[src/rtl/up_down_counter_nbit.sv]
// N-bit up/down counter with parallel load, programmable top value
// and selectable wrap or saturate behaviour at either boundary.
module up_down_counter_nbit #(
  parameter int WIDTH = 3,
  parameter int MAX   = 2**WIDTH-1
) (
  input  logic             clk,
  input  logic             reset,
  input  logic             en,
  input  logic             up,
  input  logic             load,
  input  logic [WIDTH-1:0] load_val,
  input  logic             sat,
  output logic [WIDTH-1:0] q,
  output logic             tc,
  output logic             wrap,
  output logic             ovf
);

  localparam logic [WIDTH-1:0] TOP = WIDTH'(MAX);
  localparam logic [WIDTH-1:0] ONE = WIDTH'(1);

  logic             at_top;
  logic             at_bot;
  logic [WIDTH-1:0] q_nxt;
  logic             wrap_nxt;
  logic             ovf_nxt;

  assign at_top = (q == TOP);
  assign at_bot = (q == '0);
  assign tc     = up ? at_top : at_bot;

  always_comb begin
    q_nxt    = q;
    wrap_nxt = 1'b0;
    ovf_nxt  = ovf;
    if (load) begin
      // Out-of-range loads clamp so q never exceeds TOP.
      q_nxt   = (load_val > TOP) ? TOP : load_val;
      ovf_nxt = 1'b0;
    end else if (en) begin
      if (up) begin
        if (!at_top) begin
          q_nxt = q + ONE;
        end else begin
          ovf_nxt = 1'b1;
          if (!sat) begin
            q_nxt    = '0;
            wrap_nxt = 1'b1;
          end
        end
      end else begin
        if (!at_bot) begin
          q_nxt = q - ONE;
        end else begin
          ovf_nxt = 1'b1;
          if (!sat) begin
            q_nxt    = TOP;
            wrap_nxt = 1'b1;
          end
        end
      end
    end
  end

  always_ff @(posedge clk or posedge reset) begin
    if (reset) begin
      q    <= '0;
      wrap <= 1'b0;
      ovf  <= 1'b0;
    end else begin
      q    <= q_nxt;
      wrap <= wrap_nxt;
      ovf  <= ovf_nxt;
    end
  end

endmodule
[config.mk]
export PLATFORM = sky130hd
export DESIGN_NAME = up_down_counter_nbit
export DESIGN_NICKNAME = d
export VERILOG_FILES = /design/src/rtl/up_down_counter_nbit.sv
export SDC_FILE = /design/constraint.sdc
export NUM_CORES = 1
export LEC_CHECK = 0
export CAP_MARGIN = 40
export CORE_AREA = 5 5 42 44
export DETAILED_ROUTE_END_ITERATION = 16
export DIE_AREA = 0 0 47 49
export PLACE_DENSITY = 0.53
export SYNTH_ARGS = -nofsm -noshare
export SYNTH_HDL_FRONTEND = slang
export SYNTH_SLANG_ARGS = --single-unit
[constraint.sdc]
create_clock -name clk -period 4.11 [get_ports clk]
set_input_delay 0.6165 -clock clk [delete_from_list [all_inputs] [get_ports clk]]
set_output_delay 0.6165 -clock clk [all_outputs]
set_load 0.02 [all_outputs]
# [Yosys cells after proc, flatten, opt, wreduce, memory -nomap -nowiden]
# Index checks and enable logic that the tools add are counted.
[word_totals] input_bits=9 wordCells=35 register_bits=5
[op_classes] n_mux=20 order_cmp=1 n_eq_ne=4 reduce_logical=5 add_sub_neg=2
[op_table] cell="$mux W3" n=8
[op_table] cell="$mux W1" n=12
[op_table] cell="$ne A4 B4 Y1 const B" n=2
[op_table] cell="$reduce_and A3 Y1" n=2
[op_table] cell="$add A3 B1 Y3 const B" n=1
[op_table] cell="$eq A3 B3 Y1 const B" n=1
[op_table] cell="$gt A3 B3 Y1 const B" n=1
[op_table] cell="$logic_not A3 Y1" n=1
[op_table] cell="$ne A3 B1 Y1 const B" n=1
[op_table] cell="$reduce_bool A3 Y1" n=1
[op_table] cell="$sub A3 B1 Y3 const B" n=1
[op_table] cell="$reduce_bool A2 Y1" n=1

# [Depth between registers and ports, before layout]
# Gate-level depths: netlist of run 1.
[depth] depth_word=5 mapped_depth=6 mapped_depth_nobuf=6

# [Worst setup path after synthesis of run 1]
# No wires, ideal clock.
[synth_timing] path_type="reg2out" from="reg q[0]" to="out tc" t_arrival_ns=1.265 path_slack_ns=2.228 path_buffers=0 stages_incl_launch_ff=5 cell_sequence="dfrtp_1 -> inv_1 -> ha_1 -> nand2b_1 -> o21ai_1"
[synth_between] elab_chain_cells=2 elab_cells_between_ends=3 classes_between="eq/ne: 1; mux: 1; reduce/logical: 1"
[synth_rtl] element="from (decl)" line="14" text="output logic [WIDTH-1:0] q,"
[synth_rtl] element="from (signal assigned)" line="72" text="q <= q_nxt;"
[synth_rtl] element="$eq A3 B3 Y1 or $logic_not A3 Y1 (tied branches)" line="29, 30"
[synth_rtl] element="$mux W1 *" line="31" text="assign tc = up ? at_top : at_bot;"
[synth_rtl] element="to (decl)" line="15" text="output logic tc,"
# Mark *: on every way between the ends. The rest lies on a longest branch, timed or not.

# [Final worst setup path of run 1]
[layout_timing] from="in up" to="out tc"
[layout_between] elab_chain_cells=1
[layout_rtl] element="from (decl)" line="10" text="input logic up,"
[layout_rtl] element="$mux W1" line="31"
# No other way between the ends.

==> impl_metrics.ini, run 1 <==
[run_status]
outcome = complete, no violations

[placement]
dp_cells = 74
dpl_worst_slack_ns = 1.30
dpl.hpwl_um = 773
gp_congestion = 0.692
portBuffers = 14

[clock_tree]
cts_setup_buffers = 0
cts_max_path_buffers = 2
cts_sinks = 5
cts_tree = done
clock_latency_ns = 0.24
cts_buffers = 3
h-tree-depth = 1
cts_resized = 0
cts.clk_slew.worst_paths_ns = 0.04
root_buffer = clkbuf_4
hold_buffers = 0

[timing]
rsz0062_at_grt = false
finClkSkew_ns = 0.00135
hold_viol_final = 0
setup_viol = 0
relSlewSlack_pct = 79.4
fin_ws_ns = 1.31
worst_slew_pin_slew_ns = 0.308
min_period_ns = 2.80
fmax_mhz = 358
timing.hold.ws_ns = 0.500
tns_ns = 0
period_share_pct = 68.0
drv_slew = 0

[worst_setup_path]
crit_path_start_kind = primary input
critical_path_class = primary input to output pin
cp.arrival_ns = 2.18
crit_required_ns = 3.49
crit_fanout = 9
worstSetupEndpointType = output pin

[route]
wl_per_cell_um = 11.8
drt_wl_total_um = 919
post-route-drc-count = 0
drtIter0Drc = 3
viasPerCell = 4.91
drt-pass1-iter-count = 4
vias = 383
ant_nets = 0

[synthesis]
yosys.area.top_type = dfrtp_1
synthArstFlopShare_pct = 100
yosys-top-cells-area = dfrtp_1, ha_1, inv_1
synth.avg_cell_area_um2 = 8.90
ys_types = 23
ys_ff_latch = 5
synth_nets = 57
synth_edf_count = 0
ys_seq_area_share_pct = 31.9
synth_top_area_share_pct = 31.9
yosysWarnings = 0
synthTopCellsByCount = dfrtp_1, inv_1, ha_1
netlist_area_um2 = 392
synthFlopType = dfrtp_1
synthCells = 44

[floorplanning]
coreArea_um2 = 1400
start_util_pct = 27.9
pin_count = 15
num_rows = 14
die_area_um2 = 2300
die_h_um = 49
die_x_um = 47

[global_route]
grt_pass1_wl_mm = 1.50
grt_max_degree = 10
grt_pass1_vias = 352
antenna_found_initial = 0
grt_usage_pct = 9.39
grt_overflow = 0

[layout]
fin_nets = 76
finalCoreUtilization_pct = 41.3
drive_gt1_share_pct = 12.9
n_antenna_cell = 0
finalNonFillerCells = 78
area_growth_syn_to_layout_pct = 47.6

[run]
cap_violations = 0

[power_and_ir_drop]
ir_worst_vdd_mv = 0.154
power_leakage_nw = 0.257
power_density_nw_per_um2 = 317

[min_path]
hp-class = flip-flop to flip-flop
[metrics by stage]
| step | power (mW) | area [µm²] |
|---|---|---|
| floorplan | 0.0986 | 392 |
| global placement | 0.128 | 552 |
| detailed placement | 0.128 | 552 |
| CTS | 0.189 | 578 |
| global route | 0.201 | 578 |
| finish | 0.183 | 578 |
[per-layer routing]
layer	GRT usage [%]	vias up	wire (µm)
met5	0	-	0
met4	2.76	0	0
met3	6.64	0	74
met2	12.9	15	428
met1	11.5	170	415
li1	-	198	-
[report_power, final]
group	leakage (nW)	internal, mW	switching, mW
logic	0.179	0.0341	0.0331
clock network	0.0150	0.0367	0.0198
registers	0.0627	0.0542	0.00551
total	0.257	0.125	0.0585
[cell type report]
class                   count  area, µm²
flip-flops and latches      5        125
clock buffers               4       26.3
inverters                   5       18.8
multi-input cells          34        248
repair buffers             14        140
well taps                  16       20.0
fillers                   154        823
[worst max-delay path, cell delays in order]
cell and delay, ns:
clkdlybuf4s50_1 0.63, nand2_1 0.11, o21ai_1 0.17, clkdlybuf4s50_1 0.66
[logic make-up after synthesis]
family	after synthesis	synth area share [%]
fa+ha+maj	4	12.8
flops	5	31.9
compound gates	15	27.2
simple gates	15	23.3
buf+inv	5	4.79
[registers in the layout (all words and copies together) (netlist names)]
signal / flops
wrap: 1
ovf: 1
q: 3
[worst paths after layout]
kind / slack, ns / to / depth (start not counted) / from
min: 0.50 / ovf / 2 / ovf
min in group asynchronous: 0.59 / q[0] / 2 / reset
min reg2reg: 0.50 / ovf / 2 / ovf
max in group asynchronous: 3.35 / q[2] / 2 / reset
max reg2reg: 2.59 / q[1] / 6 / q[0]
max: 1.31 / tc / 4 / up
[layout by cell type, fill, tap and decap left out, types with 2 or more instances in the layout]
| master | synthesis | routed |
|---|---|---|
| nand2_1 | 3 | 3 |
| clkbuf_4 | 0 | 3 |
| ha_1 | 4 | 4 |
| inv_1 | 5 | 5 |
| a21oi_1 | 3 | 3 |
| nor2_1 | 2 | 2 |
| o21ai_1 | 2 | 2 |
| dfrtp_1 | 5 | 5 |
| nor3_1 | 2 | 2 |
| clkdlybuf4s50_1 | 0 | 14 |
| nor2b_1 | 3 | 3 |
| o21ai_0 | 2 | 2 |
Power figures use the tool's default switching activity.
==> inputs of run 2 (changes only) <==
==> constraint.sdc (replaced) <==
create_clock -name clk -period 2.9 [get_ports clk]
set_input_delay 0.435 -clock clk [delete_from_list [all_inputs] [get_ports clk]]
set_output_delay 0.435 -clock clk [all_outputs]
set_load 0.02 [all_outputs]
==> results of run 2 <==
The final DEF is identical to that of run 1. Status: complete, no violations.
Among the figures that moved: setup slack after placement 1.30 ns -> 0.452 ns; setup slack after layout 1.31 ns -> 0.462 ns; hold slack 0.500 ns -> 0.404 ns; start point of the critical path up -> q[0]; register-to-register setup slack 2.59 ns -> 1.38 ns; total power 0.183 mW -> 0.260 mW; worst IR drop on VDD 0.154 mV -> 0.219 mV
==> inputs of run 3 (changes only) <==
--- a/config.mk
+++ b/config.mk
@@ -9,7 +9,7 @@
 export CORE_AREA = 5 5 42 44
 export DETAILED_ROUTE_END_ITERATION = 16
 export DIE_AREA = 0 0 47 49
-export PLACE_DENSITY = 0.53
+export PLACE_DENSITY = 0.56
 export SYNTH_ARGS = -nofsm -noshare
 export SYNTH_HDL_FRONTEND = slang
 export SYNTH_SLANG_ARGS = --single-unit
==> constraint.sdc (replaced) <==
create_clock -name clk -period 2.07 [get_ports clk]
set_input_delay 0.3105 -clock clk [delete_from_list [all_inputs] [get_ports clk]]
set_output_delay 0.3105 -clock clk [all_outputs]
set_load 0.02 [all_outputs]
==> run 3 against run 2 <==
Wire length shrank 0.98%. Clock skew grew 0.0044 ns. Non-clock buffer count grew 3. Count of clock-buffer cells in the layout is the same. Sequential cell count is the same. Via count grew 1.3%. Core utilization grew 1.5 points. Power grew 43%. Combinational power grew 45%. Sequential share of layout area shrank 0.77 points.
==> impl_metrics.ini, run 3 (synthesis gave the netlist of run 1 again) <==
[global_route]
grt_pass1_wl_mm = 1.41
grt_pass1_vias = 356
grt_usage_pct = 8.53
grt_overflow = 0
antenna_found_initial = 0
grt_max_degree = 9

[worst_setup_path]
r2r_slack_ns = 0.55
crit_required_ns = 1.76
reg2reg_to = q[1]
crit_fanout = 4
cp.arrival_ns = 1.57
crit_path_frequent_cell = ha_1
r2r_start = q[0]
critPathSlowestCell = dfrtp_1
crit_path_max_incr_delay_ns = 0.40
critical_path_class = flip-flop to output pin
worstRegToRegCells = 6
path_cells = ha_1, ha_1, nand2_1, o21ai_1, dlygate4sd2_1
worstSetupEndpointType = output pin
crit_path_start_kind = flip-flop

[timing]
worst_slew_pin_slew_ns = 0.302
tns_ns = 0
relSlewSlack_pct = 79.8
rsz0062_at_grt = false
hold_viol_final = 0
fmax_mhz = 531
finClkSkew_ns = 0.00575
timing.hold.ws_ns = 0.267
setup_viol = 0
drv_slew = 0
min_period_ns = 1.88
period_share_pct = 91.0

[route]
ant_nets = 0
drtIter0Drc = 4
vias = 388
drt_wl_total_um = 910
wl_per_cell_um = 11.2
viasPerCell = 4.79
drt-pass1-iter-count = 3
post-route-drc-count = 0

[floorplanning]
start_util_pct = 27.9
num_rows = 14
die_area_um2 = 2300
coreArea_um2 = 1400
die_h_um = 49
pin_count = 15
die_x_um = 47

[min_path]
hp-class = primary input to asynchronous set/reset pin

[layout]
drive_gt1_share_pct = 16.9
fin_nets = 79
largest_reg_flops = 3
area_growth_syn_to_layout_pct = 53.0
largest_registers = q (3), ovf (1), wrap (1)
n_antenna_cell = 0
regMostFlops = q
fillers = 160
mostFrequentLayoutCells = clkdlybuf4s50_1, inv_1, dfrtp_1, ha_1
mostFrequentLayoutCell = clkdlybuf4s50_1

[clock_tree]
hold_buffers = 0
cts_resized = 1
h-tree-depth = 1
cts_tree = done
cts_setup_buffers = 0
clock_latency_ns = 0.24
cts_sinks = 5
cts_max_path_buffers = 2
root_buffer = clkbuf_4
cts_buffers = 3
cts.clk_slew.worst_paths_ns = 0.05

[power_and_ir_drop]
ir_worst_vdd_mv = 0.373
power_density_nw_per_um2 = 620
power_leakage_nw = 0.276

[placement]
portBuffers = 14
dpl.hpwl_um = 771
gp_congestion = 0.752

[run_status]
outcome = complete, no violations

[run]
cap_violations = 0
==> run 3: cell types whose count changed in the layout (fill, tap and decap cells not counted) <==
cell	before	now
clkdlybuf4s50_1	14	13
dlygate4sd2_1	0	1
buf_4	0	3
==> run 3: worst max path at each step <==
stage                     start    to  slack [ns]  cells after the start
after floorplan            q[0]  q[0]        0.44                      6
after global placement       up    tc        0.12                      4
after detailed placement     up    tc        0.11                      4
after CTS                  q[0]    tc        0.16                      5
after global routing       q[1]    tc        0.09                      5
final                      q[0]    tc        0.19                      5
==> run 3: cell type report <==
type / instances / area, µm² / share of cell area [%]
inverters: 5 / 18.8 / 3.13
clock buffers: 4 / 26.3 / 4.38
flip-flops and latches: 5 / 125 / 20.9
well taps: 16 / 20.0 / 3.34
multi-input cells: 34 / 248 / 41.3
repair buffers: 17 / 161 / 26.9
==> run 3: layer usage <==
layer | track usage (%) | up-vias | share of wire (%)
met5 | 0 | - | 0
met4 | 2.76 | 0 | 0
met3 | 6.27 | 0 | 8.8
met2 | 12.7 | 12 | 46
met1 | 9.27 | 175 | 45
li1 | - | 201 | -
==> run 3: per-stage QoR <==
step / std cells / setup slack [ns] / area [µm²] / utilization (%) / power (mW)
after CTS: 81 / 0.165 / 599 / 42.8 / 0.379
after global placement: 77 / 0.124 / 574 / 41.0 / 0.262
final: 81 / 0.186 / 599 / 42.8 / 0.372
after detailed placement: 77 / 0.106 / 574 / 41.0 / 0.261
after global routing: 81 / 0.0950 / 599 / 42.8 / 0.399
after floorplan: 44 / 0.437 / 392 / - / 0.196
==> run 3: worst max-delay path: cells and delay by family (launching register included) <==
kind / cells / cell delay (ns)
flip-flops: 1 / 0.40
AO/OA/AOI/OAI: 1 / 0.08
AND/OR/NAND/NOR: 1 / 0.09
adder cells (fa/ha/maj): 2 / 0.42
buffers and inverters: 1 / 0.33
==> run 3: report_power, final <==
group | total (mW) | switching [mW] | internal [mW]
clock network | 0.114 | 0.0414 | 0.0730
logic | 0.138 | 0.0660 | 0.0725
registers | 0.119 | 0.0112 | 0.108
